<file path="config.mk">
export PLATFORM = sky130hd
export DESIGN_NAME = mult_seq
export DESIGN_NICKNAME = d
export VERILOG_FILES = /design/src/rtl/mult_seq_pkg.sv /design/src/rtl/mult_seq_add.sv /design/src/rtl/mult_seq.sv
export SDC_FILE = /design/constraint.sdc
export NUM_CORES = 1
export LEC_CHECK = 0
export CORE_AREA = 2 2 46 91
export DETAILED_ROUTE_END_ITERATION = 7
export DIE_AREA = 0 0 48 93
export PLACE_DENSITY = 0.72
export SYNTH_ARGS = -nofsm -noshare
export SYNTH_HDL_FRONTEND = slang
export SYNTH_HIERARCHICAL = 1
export SYNTH_SLANG_ARGS = --single-unit
</file>
<file path="constraint.sdc">
create_clock -name clk -period 3.8 [get_ports clk]
set_clock_uncertainty 0.1 [all_clocks]
set_input_delay 0.57 -clock clk [delete_from_list [all_inputs] [get_ports clk]]
set_output_delay 0.57 -clock clk [all_outputs]
set_load 0.01 [all_outputs]
</file>
<file path="src/rtl/mult_seq_pkg.sv">
// Shared definitions for the mult_seq iterative multiplier: the FSM state
// encoding, the product-width rule and the counter-width helper.
package mult_seq_pkg;

  typedef enum logic [1:0] {
    ST_IDLE = 2'd0,
    ST_RUN  = 2'd1,
    ST_DONE = 2'd2
  } state_e;

  // Product width: low N bits when truncating, otherwise the full N+M bits.
  function automatic int calc_ow(input int n, input int m, input int full);
    return (full != 0) ? n + m : n;
  endfunction

  // Smallest r with 2**r >= value; used for the iteration counter width.
  function automatic int clog2_f(input int value);
    int r;
    r = 0;
    while ((1 << r) < value) r++;
    return r;
  endfunction

endpackage

</file>
<file path="src/rtl/mult_seq_add.sv">
// ADD: library ripple-carry adder, S = A + B + CI with carry out CO.
module ADD #(
  parameter int N = 8
) (
  input  logic [N-1:0] A,
  input  logic [N-1:0] B,
  input  logic         CI,
  output logic [N-1:0] S,
  output logic         CO
);

  logic [N:0] carry;

  assign carry[0] = CI;

  // One full-adder cell per bit, carry rippling from LSB to MSB.
  for (genvar i = 0; i < N; i++) begin : g_bit
    assign S[i]         = A[i] ^ B[i] ^ carry[i];
    assign carry[i + 1] = (A[i] & B[i]) | (carry[i] & (A[i] ^ B[i]));
  end

  assign CO = carry[N];

endmodule

</file>
<file path="src/rtl/mult_seq.sv">
// mult_seq: iterative shift-add unsigned multiplier, one multiplier bit per
// cycle, with valid/ready handshakes on operands and product.
// Optional build macro MULT_SEQ_EARLY_EXIT_EN: finish as soon as the remaining
// multiplier bits are all zero. Left undefined, every operation takes exactly
// M RUN cycles (constant time).
module mult_seq
  import mult_seq_pkg::*;
#(
  parameter int N    = 8,
  parameter int M    = N,
  parameter int FULL = 0
) (
  input  logic                             clk,
  input  logic                             rst,
  input  logic                             in_valid,
  output logic                             in_ready,
  input  logic [N-1:0]                     A,
  input  logic [M-1:0]                     B,
  output logic                             out_valid,
  input  logic                             out_ready,
  output logic [calc_ow(N, M, FULL)-1:0]   O
);

  localparam int OW = calc_ow(N, M, FULL);
  localparam int CW = clog2_f(M + 1);
  localparam logic [CW-1:0] CNT_LAST = CW'(M - 1);

  state_e          state_q, state_d;
  logic [OW-1:0]   a_sh_q, a_sh_d;
  logic [M-1:0]    b_sh_q, b_sh_d;
  logic [OW-1:0]   acc_q, acc_d;
  logic [CW-1:0]   cnt_q, cnt_d;

  logic [OW-1:0]   addend;
  logic [OW-1:0]   sum;
  logic            add_co_unused;

  // Partial product for this iteration: the shifted multiplicand or zero.
  assign addend = b_sh_q[0] ? a_sh_q : '0;

  ADD #(
    .N (OW)
  ) u_add (
    .A  (acc_q),
    .B  (addend),
    .CI (1'b0),
    .S  (sum),
    .CO (add_co_unused)
  );

  // Next-state and datapath update for IDLE / RUN / DONE.
  always_comb begin
    // NOTE: every variable gets a default first so no path leaves it unassigned (no latches).
    state_d = state_q;
    a_sh_d  = a_sh_q;
    b_sh_d  = b_sh_q;
    acc_d   = acc_q;
    cnt_d   = cnt_q;

    unique case (state_q)
      ST_IDLE: begin
        if (in_valid) begin
          a_sh_d  = OW'(A);
          b_sh_d  = B;
          acc_d   = '0;
          cnt_d   = '0;
          state_d = ST_RUN;
        end
      end
      ST_RUN: begin
        acc_d  = sum;
        a_sh_d = a_sh_q << 1;
        b_sh_d = b_sh_q >> 1;
        cnt_d  = cnt_q + CW'(1);
`ifdef MULT_SEQ_EARLY_EXIT_EN
        if ((cnt_q == CNT_LAST) || (b_sh_d == '0)) state_d = ST_DONE;
`else
        if (cnt_q == CNT_LAST) state_d = ST_DONE;
`endif
      end
      ST_DONE: begin
        if (out_ready) state_d = ST_IDLE;
      end
      default: state_d = ST_IDLE;
    endcase
  end

  // State and datapath registers with synchronous reset.
  always_ff @(posedge clk) begin
    // NOTE: non-blocking assignments so every register samples pre-edge values.
    if (rst) begin
      // NOTE: datapath registers are reset too, so O reads zero after reset
      // and no stale product survives an aborted operation.
      state_q <= ST_IDLE;
      a_sh_q  <= '0;
      b_sh_q  <= '0;
      acc_q   <= '0;
      cnt_q   <= '0;
    end else begin
      state_q <= state_d;
      a_sh_q  <= a_sh_d;
      b_sh_q  <= b_sh_d;
      acc_q   <= acc_d;
      cnt_q   <= cnt_d;
    end
  end

  assign in_ready  = (state_q == ST_IDLE);
  assign out_valid = (state_q == ST_DONE);
  assign O         = acc_q;

endmodule

</file>
==> Word level (Yosys, flattened, before mapping) <==
Cells that the tools add are included.
{ "word_totals": {"input_bits": 20, "reg_bits": 30} }
{ "op_classes": {"reduce_logical": 4, "addsub": 1, "muxes": 13, "n_bitwise": 34, "eq_ne": 6} }
{ "ops": {"columns": ["cell", "count"], "rows": [
  ["8-bit one-hot mux with 2 select lines", 3],
  ["8-bit two-way mux", 4],
  ["1-bit bitwise XOR", 15],
  ["1-bit bitwise AND", 13],
  ["4-bit one-hot mux with 2 select lines", 1],
  ["2-bit two-way mux", 3],
  ["1-bit bitwise OR", 6],
  ["2-bit one-hot mux with 3 select lines", 1],
  ["4-bit by 1-bit adder with 4-bit output, second input constant", 1],
  ["4-bit by 3-bit == test with 1-bit output, second input constant", 1],
  ["4-bit two-way mux", 1],
  ["2-bit != test, second input constant", 2],
  ["3-bit AND reduction", 1],
  ["2-bit by 1-bit == test with 1-bit output, second input constant", 1],
  ["2-bit == test, second input constant", 1],
  ["2-bit zero test", 1],
  ["2-bit by 1-bit != test with 1-bit output, second input constant", 1],
  ["2-bit AND reduction", 1],
  ["2-bit nonzero test", 1]
]} }

==> Depth between registers and ports, before layout <==
Gate-level depths: netlist of the first run.
{ "depth": {"depth_word": 16, "mapped_depth": 15, "mapped_depth_nobuf": 15} }

==> Modules after synthesis <==
The synthesis of the first run kept the hierarchy.
{ "by_module_without_submodules": {"columns": ["mod", "n_inst", "area_per_inst_um2", "seq_area_each_um2", "cells_per_inst"], "rows": [
  ["mult_seq", 1, 1471.4, 600.6, 185],
  ["ADD", 1, 197.7, 0.0, 18]
]} }

==> Worst setup path after synthesis of the first run <==
OpenSTA, ideal clock, no wires.
{ "synth_timing": {"path_type": "flip-flop to flip-flop", "startpoint": "register a_sh_q[0]", "endpoint": "register acc_q[7] (netlist: O[7])", "period_less_slack_ps": 3761, "required_ps": 3635, "path_stages_with_launch": 16, "slack_ps": 39, "arrival_ps": 3596, "cell_sequence": "dfxtp_1 > and2_1 > fa_1 > inv_1 > fa_1 > inv_1 > fa_1 > fa_1 > fa_1 > fa_1 > fa_1 > inv_1 > fa_1 > inv_1 > a22oi_1 > nor2_1"} }
{ "synth_via": {"elab_chain_cells": 16} }
{ "synth_lines": {"columns": ["item", "line_no", "text"], "rows": [
  ["from (decl)", "mult_seq.sv:29", "logic [OW-1:0] a_sh_q, a_sh_d;"],
  ["from (signal assigned)", "mult_seq.sv:101", "a_sh_q <= a_sh_d;"],
  ["8-bit two-way mux", "mult_seq.sv:39", "assign addend = b_sh_q[0] ? a_sh_q : '0;"],
  ["via addend[0]", "mult_seq.sv:34", "logic [OW-1:0] addend;"],
  ["1-bit bitwise AND (2 in a row)", "mult_seq_add.sv:19", "assign carry[i + 1] = (A[i] & B[i]) | (carry[i] & (A[i] ^ B[i]));"],
  ["1-bit bitwise OR", "mult_seq_add.sv:19", null],
  ["1-bit bitwise AND", "mult_seq_add.sv:19", null],
  ["1-bit bitwise OR", "mult_seq_add.sv:19", null],
  ["1-bit bitwise AND", "mult_seq_add.sv:19", null],
  ["1-bit bitwise OR", "mult_seq_add.sv:19", null],
  ["1-bit bitwise AND", "mult_seq_add.sv:19", null],
  ["1-bit bitwise OR", "mult_seq_add.sv:19", null],
  ["1-bit bitwise AND", "mult_seq_add.sv:19", null],
  ["1-bit bitwise OR", "mult_seq_add.sv:19", null],
  ["1-bit bitwise AND", "mult_seq_add.sv:19", null],
  ["1-bit bitwise OR", "mult_seq_add.sv:19", null],
  ["1-bit bitwise XOR", "mult_seq_add.sv:18", "assign S[i] = A[i] ^ B[i] ^ carry[i];"],
  ["via sum[7]", "mult_seq.sv:35", "logic [OW-1:0] sum;"],
  ["8-bit one-hot mux with 2 select lines", "mult_seq.sv:60", "unique case (state_q)"],
  ["to (signal assigned)", "mult_seq.sv:97", "acc_q <= '0;"],
  ["to (signal assigned)", "mult_seq.sv:103", "acc_q <= acc_d;"],
  ["to (decl)", "mult_seq.sv:31", "logic [OW-1:0] acc_q, acc_d;"]
]} }
The timed path passes the listed nets, and every way through them passes these cells.
A chain may end at the register's enable or synchronous reset.

==> Worst setup path in the final report of the first run <==
Same ends and word-level chain as after synthesis.

==> results of run 1 <==
-- per-stage QoR --
step | hold WS [ns] | std cells
after floorplan | 0.3630 | 202
after global placement | 0.3815 | 274
after detailed placement | 0.3967 | 274
after CTS | 0.4029 | 281
after global routing | 0.4432 | 281
final | 0.4036 | 281
-- cell usage in the layout (no fill, tap or decap) --
master	count
clkbuf_8	5
a22oi_1	10
nand2b_1	2
o21ai_0	1
dfxtp_1	30
nand4b_1	1
nor2_1	41
nor2b_1	6
inv_1	23
a21oi_1	29
clkdlybuf4s50_1	29
a31oi_1	1
o221a_2	2
o221a_1	11
o22a_1	2
nor3b_1	1
and4b_1	1
nor3_1	1
nand2b_4	1
clkbuf_1	2
ha_1	1
o22ai_1	2
nand2_1	4
o21a_1	1
fa_1	3
fa_2	5
and2_1	1
mux2i_1	1
or2_1	1
or3_1	1
o21bai_2	1
buf_4	7
conb_1	1
nand3_1	2
-- worst paths after layout --
check                                             from                endpoint  slack, ns
worst max register to register  a_sh_q[0]$_SDFFE_PP0P_       O[7]$_SDFFE_PP0P_       0.05
worst min register to register  b_sh_q[7]$_SDFFE_PP0P_  b_sh_q[7]$_SDFFE_PP0P_       0.40
worst min-delay path            b_sh_q[7]$_SDFFE_PP0P_  b_sh_q[7]$_SDFFE_PP0P_       0.40
worst max-delay path            a_sh_q[0]$_SDFFE_PP0P_       O[7]$_SDFFE_PP0P_       0.05
-- registers in the layout, indices dropped and copies added (netlist names) --
name and cells:
cnt_q 4, b_sh_q 8, state_q 2, O 8, a_sh_q 8
-- power breakdown --
| group | internal (W) | leakage (nW) | switching (W) |
|---|---|---|---|
| Combinational | 0.0000618 | 0.535 | 0.0000601 |
| Sequential | 0.000334 | 0.246 | 0.0000151 |
| Clock | 0.000126 | 0.0383 | 0.000112 |
-- area by class of cell --
| class | count | share of cell area |
|---|---|---|
| clock buffers | 7 | 0.03655 |
| inverters | 23 | 0.04134 |
| multi-input cells | 134 | 0.4398 |
| flip-flops and latches | 30 | 0.2876 |
| well taps | 51 | 0.03056 |
| repair buffers | 36 | 0.1642 |
-- timing repair --
action	CTS	global route
resized for setup	5	0
pin swaps	1	1
hold buffers	0	0
setup endpoints to repair	1	1
gates cloned	0	0
-- worst reg2reg max path, cell delays in order, from the launching register on --
cell and delay (ns):
dfxtp_1 0.31, and2_1 0.17, fa_2 0.35, inv_1 0.07, fa_1 0.16, inv_1 0.05, fa_2 0.33, fa_2 0.35
fa_2 0.35, fa_2 0.35, fa_1 0.37, inv_1 0.07, fa_1 0.40, inv_1 0.06, a22oi_1 0.06, nor2_1 0.12
-- per-layer routing --
layer	global-route usage	vias to the layer above	routed length (µm)
met5	0	-	0
met4	0.07432	0	80
met3	0.04633	5	119
met2	0.2989	28	1916
met1	0.2200	663	1592
li1	-	739	-
==> impl_metrics.json, run 1 <==
{
  "dpl.hpwl_um": 2630,
  "netlist_instances": 202,
  "antenna_found_initial": 0,
  "viasPerCell": 5.107,
  "drtIter0Drc": 28,
  "setup-violations-final": 0,
  "htreeDepth": 2,
  "rows": 32,
  "p_per_area_mw_per_mm2": 339.3,
  "cpMostUsedCell": "fa_2",
  "worstSetupPathType": "reg -> reg",
  "setup_ws_ns": 0.04990,
  "cts_tree": "yes",
  "layout_min_cycle_time_ns": 3.750,
  "fp.dieW_um": 48,
  "tightest_slew_ns": 1.130,
  "postRouteAntennaNets": 0,
  "postCtsSetupRepairBufs": 0,
  "area_growth_pct": 25.39,
  "fmax_mhz": 266.7,
  "finalHoldViolations": 0,
  "rsz0062_at_grt": "true",
  "die_y_um": 93,
  "ioPinCount": 30,
  "clockRootBuffer": "clkbuf_8",
  "final_util": 0.5490,
  "multiInputGateArea_um2": 918.4,
  "drv_cap": 0,
  "critPathMaxStageDelay_ns": 0.40,
  "synth_warnings": 6,
  "maxSlewHeadroom": 0.2445,
  "cp_slowest_cell": "fa_1",
  "synthesis.nets": 231,
  "grt_pass1_vias": 1351,
  "post_drt_wl_per_cell_um": 13.20,
  "hold_path.class": "reg -> reg",
  "num_vias": 1435,
  "cp_num_cells": 15,
  "die-area_mm2": 0.004464,
  "fillers": 369,
  "place_area_mm2": 0.001999,
  "syn_avg_cell_area_um2": 8.244,
  "outcome": "finished clean",
  "start_util": 0.4378,
  "crit_required_ns": 3.90,
  "antenna_cells": 0,
  "clkSinkCount": 30,
  "dp_slack_ns": -0.2027,
  "worst_setup_path_end_kind": "flop",
  "crit_chain": "and2_1, fa_2, inv_1, fa_1, inv_1, fa_2, fa_2, fa_2, fa_2, fa_1, inv_1, fa_1, inv_1, a22oi_1, nor2_1",
  "reg2regPathDepth": 15,
  "crit_arrival_ns": 3.85,
  "fin_crit_sh": 0.9869,
  "power.leakage_nw": 0.8193,
  "start_kind": "flop",
  "core-area_mm2": 0.003804,
  "routed_wirelength_um": 3708,
  "crit_buf_inv": 4,
  "io_buffers": 29,
  "cts_made_buffers": 5,
  "drc": 0,
  "clk_pin_slew_ns": 0.06,
  "p_total_w": 0.0007086,
  "grt_overflow": 0,
  "seq_area_um2": 600.6,
  "final_area_mm2": 0.002088,
  "drive_gt1_frac": 0.09130,
  "final_nets": 259,
  "dr.pass1.iters": 4,
  "grt_util_all_layers": 0.1843,
  "cts_buffer_depth": 2,
  "final.setup.tns_ns": 0,
  "holdPathStages": 2,
  "path_max_fanout": 2,
  "grt_max_degree": 32,
  "grt_pass1_wl_um": 5961,
  "cp_top_family": "adder cells",
  "vdd_drop_max_mv": 0.1961,
  "clk_latency_ns": 0.28,
  "maxSlewViolCount": 0,
  "netlist_area_mm2": 0.001665,
  "gp_congestion": 0.7831
}
Note: power is estimated with default switching activity, not from simulation.
==> run 2: changes to the inputs <==
Settings changed: CORE_AREA 2 2 46 91 to 4 4 48 93, DIE_AREA 0 0 48 93 to 0 0 52 97.
==> run 2 against run 1 <==
  * Register-to-register slack better by 0.04 ns
  * Combinational power is essentially flat
  * Die area increased by 13%
  * Routed wire length grew 1.3%
  * Power rose by 4.2%
  * Flip-flop and latch count unchanged
  * Sequential share of layout area decreased by 0.36 points
  * Count of clock-buffer cells in the layout is 1 lower
  * Clock power increased by 13%
  * Non-clock buffer count unchanged
  * Cell area rose by 1.3%
  * Largest cell class unchanged
  * First-iteration DRC count increased by 7.1%
==> impl_metrics.json, run 2 (same netlist as run 1, synthesis figures left out) <==
{
  "outcome": "finished clean",
  "net-switching-power_w": 0.0001974,
  "grt_overflow": 0,
  "cts_made_buffers": 5,
  "rsz0062_at_grt": "true",
  "hold_path.class": "reg -> reg",
  "postCtsSetupRepairBufs": 0,
  "core-area_mm2": 0.003804,
  "crit_buf_inv": 4,
  "num_vias": 1425,
  "p_sw_frac": 0.2673,
  "cts_tree": "yes",
  "rows": 32,
  "reg2regPathDepth": 15,
  "multiInputGateArea_um2": 925.9,
  "tightest_slew_ns": 1.087,
  "p_per_area_mw_per_mm2": 349.2,
  "cpMostUsedCell": "fa_2",
  "grt_pass1_vias": 1425,
  "area_growth_pct": 26.97,
  "cp_slowest_cell": "fa_1",
  "place_area_mm2": 0.001999,
  "cp_top_family": "adder cells",
  "hold_slack_ns": 0.3973,
  "finalHoldViolations": 0,
  "p_int_w": 0.0005410,
  "postRouteAntennaNets": 0,
  "cts_buffer_depth": 2,
  "vdd_drop_max_mv": 0.2294,
  "start_util": 0.4378,
  "layout_commonest_cell": "nor2_1",
  "min_to": "b_sh_q[7]$_SDFFE_PP0P_",
  "crit_arrival_ns": 3.81,
  "crit_chain": "and2_4, fa_2, inv_2, fa_2, inv_1, fa_2, fa_2, fa_2, fa_2, fa_2, inv_2, fa_1, inv_1, a22oi_1, nor2_1",
  "ioPinCount": 30,
  "critPathMaxStageDelay_ns": 0.40,
  "start_kind": "flop",
  "fmax_mhz": 269.5,
  "grt_util_all_layers": 0.1614,
  "dr.pass1.iters": 4,
  "grt_max_degree": 32,
  "drc": 0,
  "post_drt_wl_per_cell_um": 13.33,
  "die-area_mm2": 0.005044,
  "clk_pin_slew_ns": 0.07,
  "maxSlewViolCount": 0,
  "final_area_mm2": 0.002115,
  "gp_congestion": 0.7550,
  "path_max_fanout": 2,
  "r2r-end": "O[7]$_SDFFE_PP0P_",
  "r2r_slack_ns": 0.09,
  "maxSlewHeadroom": 0.2730,
  "fin_cells": 282,
  "drive_gt1_frac": 0.1255,
  "clockRootBuffer": "clkbuf_8",
  "rr_startpoint": "a_sh_q[0]$_SDFFE_PP0P_",
  "layout_min_cycle_time_ns": 3.711,
  "fillers": 362,
  "io_buffers": 29,
  "viasPerCell": 5.053,
  "fin_crit_sh": 0.9765,
  "cts_hold_repair.buffers": 0,
  "dpl.hpwl_um": 2674,
  "p_seq_frac": 0.472,
  "routed_wirelength_um": 3758,
  "setup-violations-final": 0,
  "grt_pass1_wl_um": 6320,
  "die_y_um": 97,
  "antenna_found_initial": 0,
  "seq_area_um2": 600.6,
  "antenna_cells": 0,
  "crit_required_ns": 3.90,
  "worstSetupPathType": "reg -> reg",
  "fp.dieW_um": 52,
  "final_nets": 259,
  "drv_cap": 0,
  "combPwrFrac": 0.165,
  "p_total_w": 0.0007384,
  "p_clk_frac": 0.363,
  "power.leakage_nw": 0.8287,
  "place_inst": 274,
  "clkSinkCount": 30,
  "worst_setup_path_end_kind": "flop",
  "layout_common_cells": "41 x nor2_1, 30 x dfxtp_1, 29 x a21oi_1, 29 x clkdlybuf4s50_1, 21 x inv_1",
  "htreeDepth": 2,
  "min_from": "b_sh_q[7]$_SDFFE_PP0P_",
  "clk_latency_ns": 0.28,
  "holdPathStages": 2,
  "drtIter0Drc": 30
}
[run 2: cell types whose count changed in the layout (fill, tap and decap cells not counted), sizes merged]
| cell | previous run | this run |
|---|---|---|
| clkbuf | 7 | 6 |
| clkinv | 0 | 1 |
| clkinvlp | 0 | 1 |
[run 2: final cells by class]
cell class	count	area share
timing repair buffer	36	0.1621
multi-input combinational	134	0.4379
sequential	30	0.2840
clock inverter	2	0.005917
clock buffer	6	0.03905
inverter	23	0.04083
tap	51	0.03018
[run 2: routing by layer]
layer,routed length [µm],GRT usage,vias to the layer above
met5,0,0,-
met4,142,0.08687,0
met3,90,0.02311,8
met2,1969,0.2726,25
met1,1556,0.1865,655
li1,-,-,737
[run 2: what timing repair did]
item	4_1_cts	5_1_grt
endpoints found under the setup margin	1	1
gates resized for setup	8	2
pin swaps	1	1
endpoints found under the hold margin	0	0
[run 2: how the worst max path moves through the flow]
stage | slack, ns | endpoint | depth (start not counted) | start
floorplan | 0.04 | O[7]$_SDFFE_PP0P_ | 15 | a_sh_q[0]$_SDFFE_PP0P_
finish | 0.09 | O[7]$_SDFFE_PP0P_ | 15 | a_sh_q[0]$_SDFFE_PP0P_
global placement | -0.07 | O[7]$_SDFFE_PP0P_ | 15 | a_sh_q[0]$_SDFFE_PP0P_
global route | -0.08 | O[7]$_SDFFE_PP0P_ | 15 | a_sh_q[0]$_SDFFE_PP0P_
detailed placement | -0.20 | O[7]$_SDFFE_PP0P_ | 15 | a_sh_q[0]$_SDFFE_PP0P_
CTS | 0.02 | O[7]$_SDFFE_PP0P_ | 15 | a_sh_q[0]$_SDFFE_PP0P_
[run 2: power groups by stage]
| stage | registers (W) | logic (W) | clock network, W |
|---|---|---|---|
| 2_1_floorplan | 0.000353 | 0.0000747 | 0 |
| 3_3_place_gp | 0.000355 | 0.000119 | 0 |
| 3_5_place_dp | 0.000355 | 0.000121 | 0 |
| 4_1_cts | 0.000348 | 0.000123 | 0.000277 |
| 5_1_grt | 0.000350 | 0.000138 | 0.000292 |
| 6_report | 0.000349 | 0.000122 | 0.000268 |
[run 2: stage by stage]
step             util   TNS, ns  setup WS, ns
4_1_cts        0.5553         0       0.01616
3_5_place_dp   0.5257   -0.1990       -0.1990
6_report       0.5559         0       0.08948
5_1_grt        0.5559  -0.07628      -0.07628
2_1_floorplan       -         0       0.03877
3_3_place_gp   0.5257  -0.07051      -0.07051
[run 2: worst reg2reg max path: stages, from the launching register on]
cell and delay [ns]:
dfxtp_1 0.31, and2_4 0.16, fa_2 0.36, inv_2 0.06, fa_2 0.18, inv_1 0.05
fa_2 0.34, fa_2 0.35, fa_2 0.34, fa_2 0.34, fa_2 0.34, inv_2 0.06
fa_1 0.40, inv_1 0.06, a22oi_1 0.06, nor2_1 0.13
==> run 3: changes to the inputs <==
Settings changed: CTS_BUF_LIST set to sky130_fd_sc_hd__clkbuf_4 sky130_fd_sc_hd__clkbuf_8.
==> results of run 3 <==
The final DEF is identical to that of run 2; final timing and power are the same.
